===== config.mk =====
export PLATFORM = sky130hd
export DESIGN_NAME = mano_mem_ctrl_flat
export DESIGN_NICKNAME = d
export VERILOG_FILES = /design/src/rtl/mano_mem_ctrl_if.sv /design/src/rtl/mano_mem_ctrl.sv /design/src/flat_wrapper.sv
export SDC_FILE = /design/constraint.sdc
export NUM_CORES = 1
export LEC_CHECK = 0
export ABC_CLOCK_PERIOD_IN_PS = 2100
export CAP_MARGIN = 20
export CORE_ASPECT_RATIO = 1.1
export CORE_UTILIZATION = 55
export DETAILED_ROUTE_END_ITERATION = 7
export GPL_ROUTABILITY_DRIVEN = 0
export HOLD_SLACK_MARGIN = 0.1
export PLACE_DENSITY = 0.86
export REMOVE_ABC_BUFFERS = 1
export SETUP_SLACK_MARGIN = 0.02
export SYNTH_ARGS = -nofsm -noshare
export SYNTH_HDL_FRONTEND = slang
export SYNTH_SLANG_ARGS = --single-unit

===== constraint.sdc =====
create_clock -name clock -period 2.1 [get_ports clock]
set_input_delay 0.315 -clock clock [delete_from_list [all_inputs] [get_ports clock]]
set_output_delay 0.315 -clock clock [all_outputs]
set_load 0.05 [all_outputs]

===== src/rtl/mano_mem_ctrl_if.sv =====
// Load/read bus between mano_mem_ctrl and the program source / MAR-MBR side.
// master drives load words and read strobes; slave is the memory stage.
interface mano_mem_ctrl_if #(
  parameter int DATA_W = 8,
  parameter int ADDR_W = 8
);
  logic              ld_start;
  logic              ld_valid;
  logic              ld_ready;
  logic [DATA_W-1:0] ld_data;
  logic              ld_done;
  logic              run;
  logic              rd_req;
  logic [ADDR_W-1:0] rd_addr;
  logic [DATA_W-1:0] rd_data;
  logic              rd_ack;
  logic              busy;
  logic              err_oob;
  logic              err_ovf;
  logic [DATA_W-1:0] checksum;

  modport master (
    output ld_start, ld_valid, ld_data, ld_done, rd_req, rd_addr,
    input  ld_ready, run, rd_data, rd_ack, busy, err_oob, err_ovf, checksum
  );

  modport slave (
    input  ld_start, ld_valid, ld_data, ld_done, rd_req, rd_addr,
    output ld_ready, run, rd_data, rd_ack, busy, err_oob, err_ovf, checksum
  );
endinterface


===== src/rtl/mano_mem_ctrl.sv =====
// Main-memory stage: LOAD fills the word array, RUN serves fixed-latency reads.
// Optional MEM_CHECKSUM_EN builds a running sum of the words of the current load.
module mano_mem_ctrl #(
  parameter int DATA_W = 8,
  parameter int ADDR_W = 8,
  parameter int DEPTH  = 9,
  parameter int RD_LAT = 1
) (
  input logic           clock,
  input logic           reset,
  mano_mem_ctrl_if.slave bus
);
  localparam int PTR_W = $clog2(DEPTH + 1);
  localparam int IDX_W = $clog2(DEPTH);
  localparam int CNT_W = $clog2(RD_LAT + 1);

  typedef enum logic [1:0] {S_IDLE, S_LOAD, S_RUN} state_t;
  state_t state, state_nxt;

  logic [DATA_W-1:0] mem [DEPTH];
  logic [PTR_W-1:0]  ptr;
  logic [CNT_W-1:0]  cnt;
  logic [IDX_W-1:0]  idx_q;
  logic              addr_ok_q;
  logic              req_q, busy_q, ack_q, oob_q, ovf_q;
  logic [DATA_W-1:0] data_q;

  logic ptr_full, ld_hs, enter_load, rd_edge, abort, accept, drop, finish, addr_ok;

  always_comb begin
    ptr_full   = (ptr == PTR_W'(DEPTH));
    ld_hs      = (state == S_LOAD) && !ptr_full && bus.ld_valid;
    enter_load = ((state == S_IDLE) || (state == S_RUN)) && bus.ld_start;
    rd_edge    = bus.rd_req && !req_q;
    abort      = (state == S_RUN) && bus.ld_start;
    // An edge landing on the rd_ack cycle is treated as colliding with the read.
    accept     = (state == S_RUN) && !abort && rd_edge && !busy_q && !ack_q;
    drop       = (state == S_RUN) && !abort && rd_edge && (busy_q || ack_q);
    finish     = (state == S_RUN) && !abort && busy_q && (cnt == CNT_W'(1));
    addr_ok    = ({1'b0, bus.rd_addr} < (ADDR_W + 1)'(DEPTH));
  end

  always_comb begin
    state_nxt    = state;
    bus.ld_ready = 1'b0;
    bus.run      = 1'b0;
    unique case (state)
      S_IDLE: if (bus.ld_start) state_nxt = S_LOAD;
      S_LOAD: begin
        bus.ld_ready = !ptr_full;
        if (bus.ld_done) state_nxt = S_RUN;
      end
      S_RUN: begin
        bus.run = 1'b1;
        if (bus.ld_start) state_nxt = S_LOAD;
      end
      default: state_nxt = S_IDLE;
    endcase
  end

  always_ff @(posedge clock) begin
    if (reset) begin
      state <= S_IDLE;
      for (int unsigned i = 0; i < DEPTH; i++) mem[IDX_W'(i)] <= '0;
      ptr       <= '0;
      cnt       <= '0;
      idx_q     <= '0;
      addr_ok_q <= 1'b0;
      req_q     <= 1'b0;
      busy_q    <= 1'b0;
      ack_q     <= 1'b0;
      oob_q     <= 1'b0;
      ovf_q     <= 1'b0;
      data_q    <= '0;
    end else begin
      state <= state_nxt;
      req_q <= bus.rd_req;
      ack_q <= finish;
      if (ld_hs) begin
        mem[ptr[IDX_W-1:0]] <= bus.ld_data;
        ptr <= ptr + 1'b1;
      end
      if (enter_load) ptr <= '0;
      if ((state == S_LOAD) && ptr_full && bus.ld_valid) oob_q <= 1'b1;
      if (abort) begin
        busy_q <= 1'b0;
        cnt    <= '0;
      end else if (accept) begin
        busy_q    <= 1'b1;
        cnt       <= CNT_W'(RD_LAT);
        idx_q     <= bus.rd_addr[IDX_W-1:0];
        addr_ok_q <= addr_ok;
        if (!addr_ok) oob_q <= 1'b1;
      end else if (busy_q) begin
        cnt <= cnt - 1'b1;
        if (finish) begin
          busy_q <= 1'b0;
          data_q <= addr_ok_q ? mem[idx_q] : '0;
        end
      end
      if (drop) ovf_q <= 1'b1;
    end
  end

  assign bus.rd_data = data_q;
  assign bus.rd_ack  = ack_q;
  assign bus.busy    = busy_q;
  assign bus.err_oob = oob_q;
  assign bus.err_ovf = ovf_q;

`ifdef MEM_CHECKSUM_EN
  logic [DATA_W-1:0] sum_q;

  always_ff @(posedge clock) begin
    if (reset)           sum_q <= '0;
    else if (enter_load) sum_q <= '0;
    else if (ld_hs)      sum_q <= sum_q + bus.ld_data;
  end

  assign bus.checksum = sum_q;
`else
  assign bus.checksum = '0;
`endif
endmodule


===== src/flat_wrapper.sv =====
// flat-port wrapper written by rule: the top's interface ports become plain ports
module mano_mem_ctrl_flat 
#(
  parameter int DATA_W = 8,
  parameter int ADDR_W = 8,
  parameter int DEPTH  = 9,
  parameter int RD_LAT = 1
)
  (clock, reset, bus_ld_start, bus_ld_valid, bus_ld_data, bus_ld_done, bus_rd_req, bus_rd_addr, bus_ld_ready, bus_run, bus_rd_data, bus_rd_ack, bus_busy, bus_err_oob, bus_err_ovf, bus_checksum);
  mano_mem_ctrl_if #(.DATA_W(DATA_W), .ADDR_W(ADDR_W)) bus_i ();
  input logic clock;
  input logic reset;
  input wire logic [$bits(bus_i.ld_start)-1:0] bus_ld_start;
  input wire logic [$bits(bus_i.ld_valid)-1:0] bus_ld_valid;
  input wire logic [$bits(bus_i.ld_data)-1:0] bus_ld_data;
  input wire logic [$bits(bus_i.ld_done)-1:0] bus_ld_done;
  input wire logic [$bits(bus_i.rd_req)-1:0] bus_rd_req;
  input wire logic [$bits(bus_i.rd_addr)-1:0] bus_rd_addr;
  output wire logic [$bits(bus_i.ld_ready)-1:0] bus_ld_ready;
  output wire logic [$bits(bus_i.run)-1:0] bus_run;
  output wire logic [$bits(bus_i.rd_data)-1:0] bus_rd_data;
  output wire logic [$bits(bus_i.rd_ack)-1:0] bus_rd_ack;
  output wire logic [$bits(bus_i.busy)-1:0] bus_busy;
  output wire logic [$bits(bus_i.err_oob)-1:0] bus_err_oob;
  output wire logic [$bits(bus_i.err_ovf)-1:0] bus_err_ovf;
  output wire logic [$bits(bus_i.checksum)-1:0] bus_checksum;
  assign bus_i.ld_start = bus_ld_start;
  assign bus_i.ld_valid = bus_ld_valid;
  assign bus_i.ld_data = bus_ld_data;
  assign bus_i.ld_done = bus_ld_done;
  assign bus_i.rd_req = bus_rd_req;
  assign bus_i.rd_addr = bus_rd_addr;
  assign bus_ld_ready = bus_i.ld_ready;
  assign bus_run = bus_i.run;
  assign bus_rd_data = bus_i.rd_data;
  assign bus_rd_ack = bus_i.rd_ack;
  assign bus_busy = bus_i.busy;
  assign bus_err_oob = bus_i.err_oob;
  assign bus_err_ovf = bus_i.err_ovf;
  assign bus_checksum = bus_i.checksum;
  mano_mem_ctrl #(.DATA_W(DATA_W), .ADDR_W(ADDR_W), .DEPTH(DEPTH), .RD_LAT(RD_LAT)) u_core (.clock(clock), .reset(reset), .bus(bus_i));
endmodule

==> results of run 1 <==
==> worst register-to-register path: cells and delay by family (launching register included) <==
family | cells | cell delay (ps)
AOI/OAI and AO/OA | 1 | 280
buffers and inverters | 1 | 190
muxes | 2 | 930
DFF | 1 | 420
and+or+nand+nor | 1 | 110
==> registers in the layout (all words and copies together), names as in the netlist, named ones only <==
register,count
u_core.bus.err_oob,1
u_core.addr_ok_q,1
u_core.bus.busy,1
u_core.cnt,1
u_core.bus.rd_data,8
u_core.state,2
u_core.req_q,1
u_core.bus.err_ovf,1
u_core.mem,128
u_core.ptr,4
u_core.idx_q,4
u_core.bus.rd_ack,1
==> through the flow <==
step	setup WS [ps]	setup TNS, ps	hold WS [ps]
floorplan	-525.8	-4135	384.1
global placement	124.1	0	437.0
detailed placement	6.980	0	444.5
CTS	34.48	0	462.8
global route	25.23	0	492.8
finish	61.22	0	467.0
==> worst min path at each step <==
stage | from | endpoint | depth (start not counted)
after CTS | u_core.bus.err_ovf | u_core.bus.err_ovf | 2
after global routing | u_core.bus.err_ovf | u_core.bus.err_ovf | 2
after floorplan | reset | u_core.bus.err_oob | 1
after global placement | u_core.bus.err_ovf | u_core.bus.err_ovf | 2
final | u_core.bus.err_ovf | u_core.bus.err_ovf | 2
after detailed placement | u_core.bus.err_ovf | u_core.bus.err_ovf | 2
==> cell type report <==
| class | instances | area, um2 |
|---|---|---|
| clock inverters | 12 | 191.4 |
| clock buffers | 20 | 456.7 |
| multi-input cells | 245 | 2153 |
| well taps | 150 | 187.7 |
| inverters | 5 | 18.77 |
| flip-flops and latches | 157 | 4425 |
| fillers | 723 | 3628 |
| repair buffers | 60 | 583.1 |
==> Yosys cell counts, drive strengths merged, types with 2 or more instances <==
cell type / n
edfxtp: 128
and2: 74
nor2: 37
mux4: 32
dfxtp: 29
buf: 16
mux2i: 13
clkbuf: 9
nand2b: 9
or2: 9
a221o: 8
mux2: 8
a21oi: 5
inv: 5
ha: 4
nand2: 3
nand4: 3
nand4b: 3
nor2b: 3
a221oi: 2
xnor2: 2
xor2: 2
==> where the power goes <==
group	internal, W	leakage (nW)	switching (W)
Clock	0.00216	0.309	0.00116
Sequential	0.00343	1.49	0.0000237
Combinational	0.000109	1.09	0.000182
Total	0.00570	2.88	0.00137
==> cells by family (layout without fill, tap and decap cells) <==
kind of cell,count (synthesis),count (layout)
flops,157,157
simple gates,147,147
mux,53,53
buf+inv,30,97
compound gates,21,21
fa+ha+maj,4,4
xor+xnor,4,4
other cells,1,16
==> metal layers <==
metal  global-route usage (%)  part of all wire [%]  wire length [um]
met2                    41.13                    53              7381
met3                    6.312                   6.0               837
met5                        0                     0                 0
met1                    28.51                    39              5417
met4                    10.45                   2.5               350
==> repair_timing <==
action | 4_1_cts | 5_1_grt
hold endpoints to repair | 0 | 0
resized for setup | 0 | 1
setup buffers | 0 | 0
setup endpoints to repair | 0 | 1
==> impl_metrics.toml, run 1 <==
[clocking]
htreeDepth = 4
path_clk_slew_ps = 60
cts_buffer_depth = 2
clock_latency_ps = 430
hold_buffers = 0
clock-sinks = 157
root_buffer = "clkbuf_16"
cts_inserted_buffers = 17
cts_tree = "built"

[floorplanning]
die_w_um = 107.2
fp-row-count = 41
initial_utilization_pct = 57.55
io_pins = 44
placeableCoreArea_mm2 = 0.01164
die-height_um = 117.8
dieArea_mm2 = 0.01263

[detailed_routing]
antenna_left = 0
drt-pass1-iter-count = 5
vias = 3813
detail_route.iter0.violations = 322
routedWlPerCell_um = 21.55
avgViaCountPerCell = 5.875
wl_mm = 13.99
drc = 0

[hold_path]
hold_path.class = "reg2reg"

[final_layout]
layout-area-overhead-vs-synth_pct = 19.62
stdcell_count = 649
finalNetCount = 512
final_common_cell = "edfxtp_1"
final_area_mm2 = 0.008016
final_cell_mix = "128 x edfxtp_1, 74 x and2_1, 37 x nor2_1"
drive_gt1_share_pct = 18.44
post-route-util_pct = 68.84
insertedDiodeCount = 0

[setup_path]
worstPathMaxFanout = 12
crit_slowest_cell = "mux4_1"
cp.buffers_inverters = 1
cp-end-kind = "register"
reg2reg_slack_ps = 60
crit-reg2reg-capture = "u_core.bus.rd_data[5]"
endpoint = "u_core.bus.rd_data[5]"
path_cells = "buf_12, mux4_1, mux2i_2, nor2_1, a221o_1"
crit_family = "multiplexers"
path_class = "reg2reg"
cpPeakStageDelay_ps = 650
reg2regPathDepth = 5
arrival_ps = 2350
worst_setup_path_start_kind = "register"
cp.required_ps = 2410
cp.depth = 5

[power]
peakVddDrop_mv = 0.5568
power-per-cell-area_mw_per_mm2 = 881.5
total_power_w = 0.007066
p_leak_nw = 2.884

[global_routing]
antenna_found_initial = 0
grt_overflow = 0
grt_use_total_pct = 24.08
grt_max_degree = 33
grt_pass1_wl_mm = 21.48
grt_pass1_vias = 4000

[synth]
synth_top_family_by_area = "multiplexers"
synthTopCellsByArea = "edfxtp_1 57%, dfxtp_1 8.7%, and2_1 6.9%"
synth_compound_area_share_pct = 2.539
synthMuxAreaShare_pct = 14.94
synth_cell_types = 40
synthesis.area_mm2 = 0.006701
synth-simple-area-share_pct = 12.43
ys_ff_latch = 157
synth_xor_area_share_pct = 0.5228
yosysWarningCount = 0
syn-instance-count = 417
ys.flop_type = "edfxtp_1"
yosysTopAreaCellShare_pct = 57.36
async_reset_ff_share_pct = 0
ys_seq_area_share_pct = 66.02
yosys.area.top_type = "edfxtp_1"
synth_edf_count = 128
syn_area_per_cell_um2 = 16.07
synthAdderAreaFrac_pct = 0.7468

[timing]
min_period_over_period_pct = 97.08
slew_headroom_pct = 49.14
fmaxAchievable_mhz = 490.5
setup_violations = 0
worstMarginPinSlew_ps = 760.0
final_max_slew_viol_count = 0
finalHoldViolCount = 0
min_period_ps = 2039
rsz0062_at_grt = "no"
skew_ps = 6.942

[placed_design]
place_inst = 617
io_buffers = 35
hpwlAfterDp_mm = 9.132
postPlaceCellArea_mm2 = 0.007365

[outcome]
status = "finished clean"

[flow_run]
max_cap_viol_count = 0
Note: power is estimated with default switching activity, not from simulation.
==> run 2, diff against run 1 <==
- RECOVER_POWER: not set -> 100
==> impl_metrics.toml, run 2 (synthesized netlist as in run 1, its figures left out) <==
[clocking]
clock_latency_ps = 420
post_cts_resized = 0
clock-sinks = 157
cts_tree = "built"
cts_inserted_buffers = 17
htreeDepth = 4
path_clk_slew_ps = 60
root_buffer = "clkbuf_16"
post-cts-setup-buffer-count = 0
cts_buffer_depth = 2
hold_buffers = 0

[final_layout]
final_cell_mix = "128 x edfxtp_1, 38 x and2_0, 37 x nor2_1"
final_common_cell = "edfxtp_1"
multiInputGateArea_mm2 = 0.002153
insertedDiodeCount = 0
drive_gt1_share_pct = 15.23
stdcell_count = 649
nFillCells = 745
finalNetCount = 512
largest_reg_flops = 128
post-route-util_pct = 68.13
largest-register = "u_core.mem"
area.sequential_mm2 = 0.004425
layout-area-overhead-vs-synth_pct = 18.39

[timing]
skew_ps = 5.639
worstMarginPinSlew_ps = 761.7
setup_violations = 0
hold_slack_ps = 464.2
fmaxAchievable_mhz = 497.2
finalWorstSetupSlack_ps = 88.59
min_period_over_period_pct = 95.78
slew_headroom_pct = 49.03
final_max_slew_viol_count = 0
min_period_ps = 2011
rsz0062_at_grt = "no"
finalHoldViolCount = 0

[setup_path]
crit_family = "buffers and inverters"
cp-end-kind = "primary output"
path_cells = "dlygate4sd3_1"
cp.buffers_inverters = 1
worstPathMaxFanout = 2
reg2regPathDepth = 4
crit_slowest_cell = "dlygate4sd3_1"
cp.required_ps = 1780
crit-reg2reg-capture = "u_core.bus.rd_data[7]"
reg2reg_slack_ps = 100
path_class = "reg2out"
arrival_ps = 1700
cpPeakStageDelay_ps = 900
worst_setup_path_start_kind = "register"

[floorplanning]
placeableCoreArea_mm2 = 0.01164
die_w_um = 107.2
dieArea_mm2 = 0.01263
initial_utilization_pct = 57.55
die-height_um = 117.8
fp-row-count = 41
io_pins = 44

[global_routing]
grt_pass1_vias = 4000
grt_pass1_wl_mm = 21.48
grt_overflow = 0
grt_max_degree = 33
grt_use_total_pct = 24.08
antenna_found_initial = 0

[placed_design]
io_buffers = 35
hpwlAfterDp_mm = 9.132
place_ws_ps = 6.980
place_inst = 617

[detailed_routing]
wl_mm = 13.94
drc = 0
detail_route.iter0.violations = 308
antenna_left = 0
routedWlPerCell_um = 21.47
drt-pass1-iter-count = 4
avgViaCountPerCell = 5.829
vias = 3783

[power]
peakVddDrop_mv = 0.5573
p_leak_nw = 2.819
power-per-cell-area_mw_per_mm2 = 889.0

[flow_run]
max_cap_viol_count = 0

[hold_path]
min_to = "u_core.bus.err_ovf"
hold_path.class = "reg2reg"
worstHoldStart = "u_core.bus.err_ovf"
hold_depth = 2

[outcome]
status = "finished clean"
## run 2: cell types whose count changed in the layout (fill, tap and decap cells not counted), sizes merged
cell,before,now
dlygate4sd3,0,20
buf,27,10
clkbuf,20,37
clkdlybuf4s50,33,13
## run 2: power by group
group	switching [W]	total, W	internal [W]
combinational	0.000181	0.000279	0.0000984
sequential	0.0000234	0.00345	0.00343
clock	0.00116	0.00332	0.00216
total	0.00137	0.00705	0.00569
## run 2: area by class of cell
class	instances	share of cell area, %
clock buffer	20	5.756
clock inverter	12	2.413
inverter	5	0.2366
multi-input combinational	245	27.14
sequential	157	55.78
tap	150	2.366
timing repair buffer	60	6.308
## run 2: how the worst max path moves through the flow
stage	start	endpoint	slack, ps	cells after the start
final	u_core.bus.rd_data[7]	bus_rd_data[7]	90	1
after global routing	u_core.state[0]	u_core.mem[5][1]	20	4
after CTS	register	u_core.bus.rd_data[5]	30	5
after detailed placement	reset	u_core.bus.rd_data[5]	7	4
after global placement	reset	u_core.bus.rd_data[3]	120	4
after floorplan	register	u_core.bus.rd_data[0]	-530	3
## run 2: routing by layer
metal,wire length [um],track usage (%)
met1,5196,28.51
met5,0,0
met2,7343,41.13
met3,1022,6.312
met4,375,10.45
## run 2: stage by stage
| step | power [W] | instance area [um2] | setup TNS [ps] |
|---|---|---|---|
| after global routing | 0.007236 | 7934 | 0 |
| after detailed placement | 0.003804 | 7365 | 0 |
| after floorplan | 0.003650 | 6593 | -4135 |
| after CTS | 0.007094 | 8013 | 0 |
| final | 0.007053 | 7934 | 0 |
| after global placement | 0.003787 | 7365 | 0 |
==> run 3, diff against run 2 <==
- ABC_AREA: not set -> 1
- CORE_MARGIN: not set -> 2
==> impl_metrics.toml, run 3 <==
[timing]
min_period_ps = 2015
finalHoldViolCount = 0
skew_ps = 12.48
finalWorstSetupSlack_ps = 85.35
final_max_slew_viol_count = 0
fin_tns_setup_ps = 0
fmaxAchievable_mhz = 496.4
hold_slack_ps = 432.5
setup_violations = 0
rsz0062_at_grt = "yes"
min_period_over_period_pct = 95.94
worstMarginPinSlew_ps = 686.5
slew_headroom_pct = 54.18

[detailed_routing]
antenna_left = 0
detail_route.iter0.violations = 964
vias = 5662
avgViaCountPerCell = 5.584
wl_mm = 17.69
drt-pass1-iter-count = 6
routedWlPerCell_um = 17.44
drc = 0

[setup_path]
worstPathMaxFanout = 2
arrival_ps = 1700
cpPeakStageDelay_ps = 890
crit_family = "buffers and inverters"
cp.buffers_inverters = 1
worst_setup_path_start_kind = "register"
path_class = "reg2out"
cp-end-kind = "primary output"
crit_slowest_cell = "dlygate4sd3_1"
cp.required_ps = 1780
path_cells = "dlygate4sd3_1"

[clocking]
clock_latency_ps = 430
post-cts-setup-buffer-count = 0
root_buffer = "clkbuf_16"
path_clk_slew_ps = 60
hold_buffers = 0
cts_tree = "built"
cts_inserted_buffers = 17
clock-sinks = 157
htreeDepth = 4
cts_buffer_depth = 2

[outcome]
status = "finished clean"

[final_layout]
nFillCells = 895
largest-register = "u_core.mem"
finalNetCount = 870
final_common_cell = "nand2_1"
largest_reg_flops = 128
stdcell_count = 1014
drive_gt1_share_pct = 10.39
area.sequential_mm2 = 0.004425
post-route-util_pct = 66.40
layout-area-overhead-vs-synth_pct = 17.91
final_cell_mix = "206 x nand2_1, 128 x edfxtp_1, 112 x inv_1"
multiInputGateArea_mm2 = 0.002088
insertedDiodeCount = 0

[synth]
syn_area_per_cell_um2 = 9.147
synthesis.area_mm2 = 0.007089
yosysTopAreaCellShare_pct = 54.22
async_reset_ff_share_pct = 0
yosys.area.top_type = "edfxtp_1"
yosysWarningCount = 0
ys_ff_latch = 157
synthTopCellsByArea = "edfxtp_1 54%, nand2_1 11%, dfxtp_1 8.2%"
synth_common_cells = "212 x nand2_1, 128 x edfxtp_1, 112 x inv_1"
syn-instance-count = 775
yosysMostFrequentCell = "nand2_1"
synth_edf_count = 128
ys_seq_area_share_pct = 62.41
ys.flop_type = "edfxtp_1"
synth_cell_types = 31

[floorplanning]
die-height_um = 123.1
fp-row-count = 43
placeableCoreArea_mm2 = 0.01259
dieArea_mm2 = 0.01382
die_w_um = 112.3
io_pins = 44
initial_utilization_pct = 56.31

[power]
p_leak_nw = 3.678
power-per-cell-area_mw_per_mm2 = 823.4
peakVddDrop_mv = 0.6960

[placed_design]
place_ws_ps = 12.21
io_buffers = 35
place_inst = 982
hpwlAfterDp_mm = 10.76

[global_routing]
grt_pass1_vias = 5371
grt_max_degree = 61
grt_use_total_pct = 26.44
grt_pass1_wl_mm = 27.14
antenna_found_initial = 0
grt_overflow = 0

[hold_path]
hold_path.class = "in2reg"

[flow_run]
max_cap_viol_count = 0
[run 3: cell types whose count changed after synthesis, sizes merged, moves of 13 or more]
cell   delta
and2     -74
nor2     +52
nand3    +99
nand2   +221
inv     +112
mux4     -32
a21oi    +17
mux2i    -13
[run 3: power by group]
part | internal (W) | switching (W) | leakage, nW | total [W]
Sequential | 0.00343 | 0.0000242 | 1.49 | 0.00345
Clock | 0.00188 | 0.00121 | 0.304 | 0.00309
Combinational | 0.0000940 | 0.000244 | 1.89 | 0.000338
Total | 0.00541 | 0.00148 | 3.68 | 0.00688
[run 3: worst paths after layout]
check | from | endpoint | slack, ps | depth (start not counted)
max | u_core.bus.rd_data[5] | bus_rd_data[5] | 90 | 1
min | bus_rd_req | u_core.req_q | 430 | 3
max reg2reg | u_core.ptr[1] | u_core.mem[4][4] | 100 | 12
min reg2reg | u_core.bus.err_ovf | u_core.bus.err_ovf | 450 | 2
[run 3: cell families (layout without fill, tap and decap cells)]
| kind of cell | count (synthesis) | after routing | synth area share [%] |
|---|---|---|---|
| adder cells (fa/ha/maj) | 4 | 4 | 0.7060 |
| AO/OA/AOI/OAI | 31 | 31 | 2.277 |
| AND/OR/NAND/NOR | 419 | 419 | 25.26 |
| XOR/XNOR | 1 | 1 | 0.1236 |
| buffers and inverters | 162 | 229 | 9.177 |
| flip-flops | 157 | 157 | 62.41 |
| other | 1 | 16 | 0.05290 |
[run 3: stage by stage]
| step | cell area, um2 | power (W) |
|---|---|---|
| finish | 8359 | 0.006883 |
| global route | 8359 | 0.007026 |
| CTS | 8426 | 0.006872 |
| detailed placement | 7810 | 0.003852 |
| global placement | 7810 | 0.003839 |
| floorplan | 6969 | 0.003695 |
[run 3: worst min-delay path, cell delays in order]
cell and delay (ps):
clkdlybuf4s50_1 390, inv_1 70, nor2_1 40
[run 3: area by class of cell]
type                    count  share of cell area (%)
clock inverters             6                  0.5089
well taps                 157                   2.350
multi-input cells         471                   24.98
inverters                 126                   5.673
clock buffers              26                   6.810
repair buffers             71                   6.736
flip-flops and latches    157                   52.94
[run 3: per-layer routing]
| metal | track usage, % | vias up | routed length, um |
|---|---|---|---|
| met5 | 0 | - | 0 |
| met4 | 16.46 | 0 | 996 |
| met3 | 6.618 | 93 | 2089 |
| met2 | 43.86 | 441 | 8541 |
| met1 | 31.22 | 2543 | 6057 |
| li1 | - | 2585 | - |
[run 3: what timing repair did]
| item | CTS | global route |
|---|---|---|
| pin swaps | 0 | 0 |
| resized for setup | 3 | 9 |
| endpoints found under the setup margin | 17 | 57 |
